File: config.mk
export PLATFORM = sky130hd
export DESIGN_NAME = spi_minion_ifc
export DESIGN_NICKNAME = d
export VERILOG_FILES = /design/src/rtl/spi_minion_pkg.sv /design/src/rtl/spi_sync_edge.sv /design/src/rtl/spi_minion_ifc.sv
export SDC_FILE = /design/constraint.sdc
export NUM_CORES = 1
export LEC_CHECK = 0
export BUFFER_PORTS_ARGS = -buffer_cell sky130_fd_sc_hd__buf_2
export CAP_MARGIN = 30
export CORE_UTILIZATION = 30
export DETAILED_ROUTE_END_ITERATION = 12
export PLACE_DENSITY_LB_ADDON = 0.1
export SYNTH_ARGS = -nofsm -noshare
export SYNTH_HDL_FRONTEND = slang
export SYNTH_SLANG_ARGS = --single-unit
File: constraint.sdc
create_clock -name clk -period 2.9 [get_ports clk]
set_input_delay 0.435 -clock clk [delete_from_list [all_inputs] [get_ports clk]]
set_output_delay 0.435 -clock clk [all_outputs]
set_load 0.03 [all_outputs]
File: src/rtl/spi_minion_pkg.sv
// Shared constants and helpers for the SPI minion front end.
// A frame is {val, rdy/space, payload}, transmitted MSB first.
package spi_minion_pkg;

  localparam int NBITS_DEFAULT = 32;
  localparam int W_DEFAULT     = NBITS_DEFAULT + 2;
  localparam int VAL_BIT       = W_DEFAULT - 1;
  localparam int SPC_BIT       = W_DEFAULT - 2;

  // Holds 0..W+1 so that an over-long frame can be told apart from a full one.
  function automatic int cnt_width(input int w);
    return $clog2(w + 2);
  endfunction

  function automatic int val_bit(input int w);
    return w - 1;
  endfunction

  function automatic int spc_bit(input int w);
    return w - 2;
  endfunction

endpackage

File: src/rtl/spi_sync_edge.sv
// Two-flop synchronizer for an asynchronous pad input, with edge detection
// performed on the synchronized copy.
module spi_sync_edge #(
  parameter logic RST_VAL = 1'b0
) (
  input  logic clk,
  input  logic reset,
  input  logic d,
  output logic sync,
  output logic rise,
  output logic fall
);

  logic meta_q;
  logic sync_q;
  logic prev_q;

  // NOTE: sequential state uses non-blocking assignments so every flop samples pre-edge values.
  always_ff @(posedge clk or posedge reset) begin
    if (reset) begin
      meta_q <= RST_VAL;
      sync_q <= RST_VAL;
      prev_q <= RST_VAL;
    end else begin
      meta_q <= d;
      sync_q <= meta_q;
      prev_q <= sync_q;
    end
  end

  assign sync = sync_q;
  assign rise = sync_q & ~prev_q;
  assign fall = ~sync_q & prev_q;

endmodule

File: src/rtl/spi_minion_ifc.sv
// SPI minion front end: deserializes cs-framed mode-0 transfers into a val/rdy
// receive stream and shifts the adapter's send message out on miso.
module spi_minion_ifc
  import spi_minion_pkg::*;
#(
  parameter int NBITS = NBITS_DEFAULT
) (
  input  logic             clk,
  input  logic             reset,
  input  logic             cs,
  input  logic             sclk,
  input  logic             mosi,
  output logic             miso,
  output logic [NBITS-1:0] recv_msg,
  output logic             recv_val,
  input  logic             recv_rdy,
  input  logic [NBITS-1:0] send_msg,
  input  logic             send_val,
  output logic             send_rdy,
  output logic             parity,
  output logic             frame_err
);

  localparam int W  = NBITS + 2;
  localparam int CW = cnt_width(W);
  localparam int VB = val_bit(W);
  localparam int SB = spc_bit(W);

  localparam logic [CW-1:0] CNT_FULL = CW'(W);
  localparam logic [CW-1:0] CNT_SAT  = CW'(W + 1);

  logic cs_s, cs_rise, cs_fall;
  logic sclk_s, sclk_rise, sclk_fall;
  logic mosi_s, mosi_rise, mosi_fall;

  logic [W-1:0]  shreg;
  logic [CW-1:0] cnt;
  logic          adv_val;
  logic          adv_spc;

  spi_sync_edge #(.RST_VAL(1'b1)) u_cs_sync (
    .clk(clk), .reset(reset), .d(cs),
    .sync(cs_s), .rise(cs_rise), .fall(cs_fall)
  );

  spi_sync_edge #(.RST_VAL(1'b0)) u_sclk_sync (
    .clk(clk), .reset(reset), .d(sclk),
    .sync(sclk_s), .rise(sclk_rise), .fall(sclk_fall)
  );

  spi_sync_edge #(.RST_VAL(1'b0)) u_mosi_sync (
    .clk(clk), .reset(reset), .d(mosi),
    .sync(mosi_s), .rise(mosi_rise), .fall(mosi_fall)
  );

  logic unused_edges;
  assign unused_edges = ^{sclk_s, sclk_fall, mosi_rise, mosi_fall};

  always_ff @(posedge clk or posedge reset) begin
    if (reset) begin
      shreg     <= '0;
      cnt       <= '0;
      adv_val   <= 1'b0;
      adv_spc   <= 1'b0;
      recv_msg  <= '0;
      recv_val  <= 1'b0;
      parity    <= 1'b0;
      send_rdy  <= 1'b0;
      frame_err <= 1'b0;
    end else begin
      // NOTE: pulse outputs default low every cycle and are raised only by the frame-end event.
      send_rdy  <= 1'b0;
      frame_err <= 1'b0;

      if (recv_val && recv_rdy) begin
        recv_val <= 1'b0;
      end

      // Shifting is gated by the synchronized cs, so a cs rise in the same
      // cycle as an sclk rise drops that sclk rise.
      if (cs_fall) begin
        shreg   <= {send_val, ~recv_val, send_msg};
        cnt     <= '0;
        adv_val <= send_val;
        adv_spc <= ~recv_val;
      end else if (sclk_rise && !cs_s) begin
        shreg <= {shreg[W-2:0], mosi_s};
        if (cnt != CNT_SAT) begin
          cnt <= cnt + 1'b1;
        end
      end

      // The receive load needs adv_spc, i.e. recv_val was low at frame start,
      // so it never collides with the consumer's clear above.
      if (cs_rise) begin
        if (cnt == CNT_FULL) begin
          if (shreg[VB] && adv_spc) begin
            recv_msg <= shreg[NBITS-1:0];
            recv_val <= 1'b1;
            parity   <= ^shreg[NBITS-1:0];
          end
          if (shreg[SB] && adv_val) begin
            send_rdy <= 1'b1;
          end
        end else begin
          frame_err <= 1'b1;
        end
      end
    end
  end

  assign miso = ~cs_s & shreg[W-1];

endmodule

==> impl_metrics.csv <==
group,metric,value,unit
sta,fin_crit_sh,70.68,%
sta,finalClockSkew,0.007229,ns
floorplanning,num_rows,40,
floorplanning,initial_utilization,30.92,%
logic_synthesis,synth_warnings,0,
route,vias_post_dr,2400,
clock_tree,postCtsResizedCells,0,
final_layout,largest_reg_flops,34,
final_layout,n_antenna_cell,0,
route,ant_nets,0,
sta,tightestPinTransition,0.7835,ns
flow_run,drv_cap,0,
floorplanning,floorplan.core_area,0.01206,mm2
final_layout,layout.core_utilization,38.29,%
floorplanning,boundaryPins,76,
power,max-vdd-ir-drop,0.0002391,V
sta,unrepaired_setup_endpoints_after_global_routing,"false",
clock_tree,postCtsSetupBuffers,0,
global_route,antenna_found_initial,0,
sta,drv_slew,0,
route,total_wirelength_of_the_detailed_routed_design,8108,um
global_route,groute.layer.met1.usage,19.93,%
worst_setup_path,timing.critical_path.to_type,"register",
global_route,largest_net_degree_at_the_start_of_global_routing,46,
placement,place.port_buffers,75,
logic_synthesis,post_synth_inst_count,281,
final_layout,drive_above_1_share,38.36,%
logic_synthesis,synth_top_area_share,55.69,%
global_route,globalRouteMet3Util,3.188,%
final_layout,multi_input_area,0.001375,mm2
floorplanning,die_width,113.5,um
clock_tree,cts.path.max_buffers,2,
logic_synthesis,synth_cell_type_count,30,
placement,place_congestion,0.7136,
worst_setup_path,critical_path_peak_fanout,35,
min_path,min_path_type,"input pin to register",
route,initialDrtViolationCount,229,
logic_synthesis,synth.avg_cell_area,13.27,um2
placement,detailedPlacementHpwl,5477,um
sta,fmax,487.9,MHz
floorplanning,floorplan.die_area,0.01288,mm2
global_route,grt.total_usage,13.65,%
worst_setup_path,worstPathCellList,"nor4b_2 -> nand2_1 -> nor3b_2 -> nand3_4 -> buf_4 -> mux2_4",
global_route,grt_pass1_vias,2422,
worst_setup_path,worst-endpoint-arrival,2.26,ns
route,routed_wire_length_per_instance,15.21,um
worst_setup_path,critical_path_required,3.12,ns
clock_tree,worst_skew_pair.late_latency,0.33,ns
global_route,grt_remaining_overflow,0,
clock_tree,path_clk_slew,0.06,ns
power,p_leak,2.420,nW
logic_synthesis,post_synth_instance_area,0.003730,mm2
global_route,wire_length_of_the_first_global_routing_pass,13210,um
final_layout,num-fill-cells,1184,
worst_setup_path,cp_slowest_stage_delay,0.42,ns
clock_tree,cts_hold_buf,0,
logic_synthesis,flops_latches_synth,86,
sta,setup_total_negative_slack,0,ns
logic_synthesis,synth_largest_area_cell,"dfrtp_1",
worst_setup_path,worst_path_max_delay_cell,"dfrtp_1",
sta,timing.final.hold_violations,0,
final_layout,nets,401,
clock_tree,tritoncts_clock_tree,"built",
clock_tree,cts_inserted_buffers,9,
floorplanning,die_y,113.5,um
final_layout,final-seq-area,0.002156,mm2
route,post_drt_via_cell_ratio,4.503,
logic_synthesis,synthesis.nets,322,
clock_tree,ctsHtreeMaxLevel,3,
sta,setup-violations-final,0,
global_route,grt-busiest-layer,"met1",
clock_tree,clockRootBuffer,"clkbuf_16",
status,status,"completed",
worst_setup_path,element_type_at_the_critical_path_start,"register",
final_layout,layout-area-overhead-vs-synth,23.82,%
global_route,grt_util_met2,19.07,%
logic_synthesis,synth_area_leaders,"dfrtp_1 (56%), mux2_4 (11%), a222oi_1 (8.3%)",
route,first_pass_iters,8,
sta,period_needed,2.050,ns
final_layout,reg_top3,"shreg: 34 flops, recv_msg: 32 flops, cnt: 6 flops",
worst_setup_path,timing_worst_setup_path_type,"register to register",
clock_tree,clock_sinks,86,
power,p_per_area,673.6,mW/mm2
final_layout,largest_register,"shreg",
route,detail_route.drc_violations,0,
logic_synthesis,seq_area_frac_synth,57.80,%
sta,max_slew_margin,47.70,%
==> final cells by class <==
cell class	instances	share of cell area [%]
Clock buffer	10	5.175
Clock inverter	6	1.328
Inverter	36	2.953
Multi-Input combinational cell	145	29.78
Sequential cell	86	46.68
Tap cell	168	4.552
Timing Repair Buffer	82	9.537
==> synthesized netlist by cell type (all sizes together) <==
library cell,n
nor4b,1
and3,2
mux2i,1
a22oi,1
o31ai,1
buf,3
nand2,11
a211oi,1
and2,1
dfrtp,83
nor3b,1
nand3,4
a21oi,2
nand2b,1
a222oi,31
or3,1
xnor2,29
inv,36
clkbuf,11
nor2,6
a31o,1
nor2b,4
o21bai,1
mux2,32
ha,2
xor2,5
o21ai,6
dfstp,3
==> metal layers <==
metal	vias up	share of wire, %
met1	1172	48
met5	-	0
met4	0	1.4
met3	8	6.1
met2	69	44
li1	1151	-
==> cells by family (layout without fill, tap and decap cells) <==
logic type               Yosys count  count (layout)  share of synthesized area, %
AO/OA/AOI/OAI                     44              44                         10.43
adder cells (fa/ha/maj)            2               2                        0.6708
multiplexers                      33              33                         12.65
XOR/XNOR                          34              34                         7.984
buffers and inverters             50             134                         5.636
AND/OR/NAND/NOR                   32              32                         4.831
flip-flops                        86              86                         57.80
==> worst paths after layout <==
| kind | start | end | slack (ns) | cells past startpoint |
|---|---|---|---|---|
| worst max-delay path | cnt[2] | recv_msg[27] | 0.85 | 6 |
| worst min-delay path | cs | u_cs_sync.meta_q | 0.20 | 1 |
| worst max register to register | cnt[2] | recv_msg[27] | 0.85 | 6 |
| worst min register to register | u_sclk_sync.meta_q | u_sclk_sync.sync | 0.35 | 0 |
| max in group asynchronous | reset | shreg[27] | 1.96 | 3 |
| min in group asynchronous | reset | u_sclk_sync.meta_q | 0.22 | 2 |
==> critical path, delay by kind of cell (launching register included) <==
kind / cells / cell delay, ns
buffers and inverters: 1 / 0.32
flip-flops: 1 / 0.42
multiplexers: 1 / 0.37
AND/OR/NAND/NOR: 4 / 0.81
==> where the power goes <==
group	internal, mW	switching [mW]	leakage [nW]
sequential	1.29	0.111	1.12
clock	0.688	0.477	0.148
combinational	0.293	0.252	1.16
total	2.27	0.840	2.42
==> through the flow <==
step                hold slack (ns)  cell area [um2]  power [mW]  setup slack (ns)  std cells
floorplan                    0.3312             3730       1.832            0.2481        281
CTS                          0.1836             4618       3.163            0.8301        533
global placement             0.3356             4318       1.979            0.8962        517
detailed placement           0.3355             4318       1.982            0.8618        517
global route                 0.1897             4618       3.280            0.7046        533
finish                       0.1976             4618       3.111            0.8503        533
==> cell usage in the layout, fill, tap and decap left out <==
cell	synthesis	routed
buf_2	0	75
clkinv_4	0	1
and3_1	2	2
clkbuf_16	0	9
inv_1	36	35
ha_1	2	2
o31ai_1	1	1
nor2_1	6	5
bufinv_16	0	1
clkinvlp_4	0	1
buf_12	0	1
mux2_4	27	27
nor2b_1	4	4
nand2_1	11	11
nor2_4	0	1
nor4b_2	1	1
nand2b_1	1	1
mux2_2	5	5
nor3b_2	1	1
dfstp_2	3	3
xor2_1	5	5
clkbuf_8	0	1
nand3_1	3	3
a21oi_1	2	2
a31o_2	1	1
o21bai_2	0	1
o21ai_0	6	6
clkinv_2	0	4
buf_4	0	6
dfrtp_1	83	83
or3_1	1	1
a222oi_1	31	31
mux2i_1	1	1
xnor2_1	29	29
nand3_4	1	1
a211oi_1	1	1
a22oi_1	1	1
and2_1	1	1
Note: power is estimated with default switching activity, not from simulation.
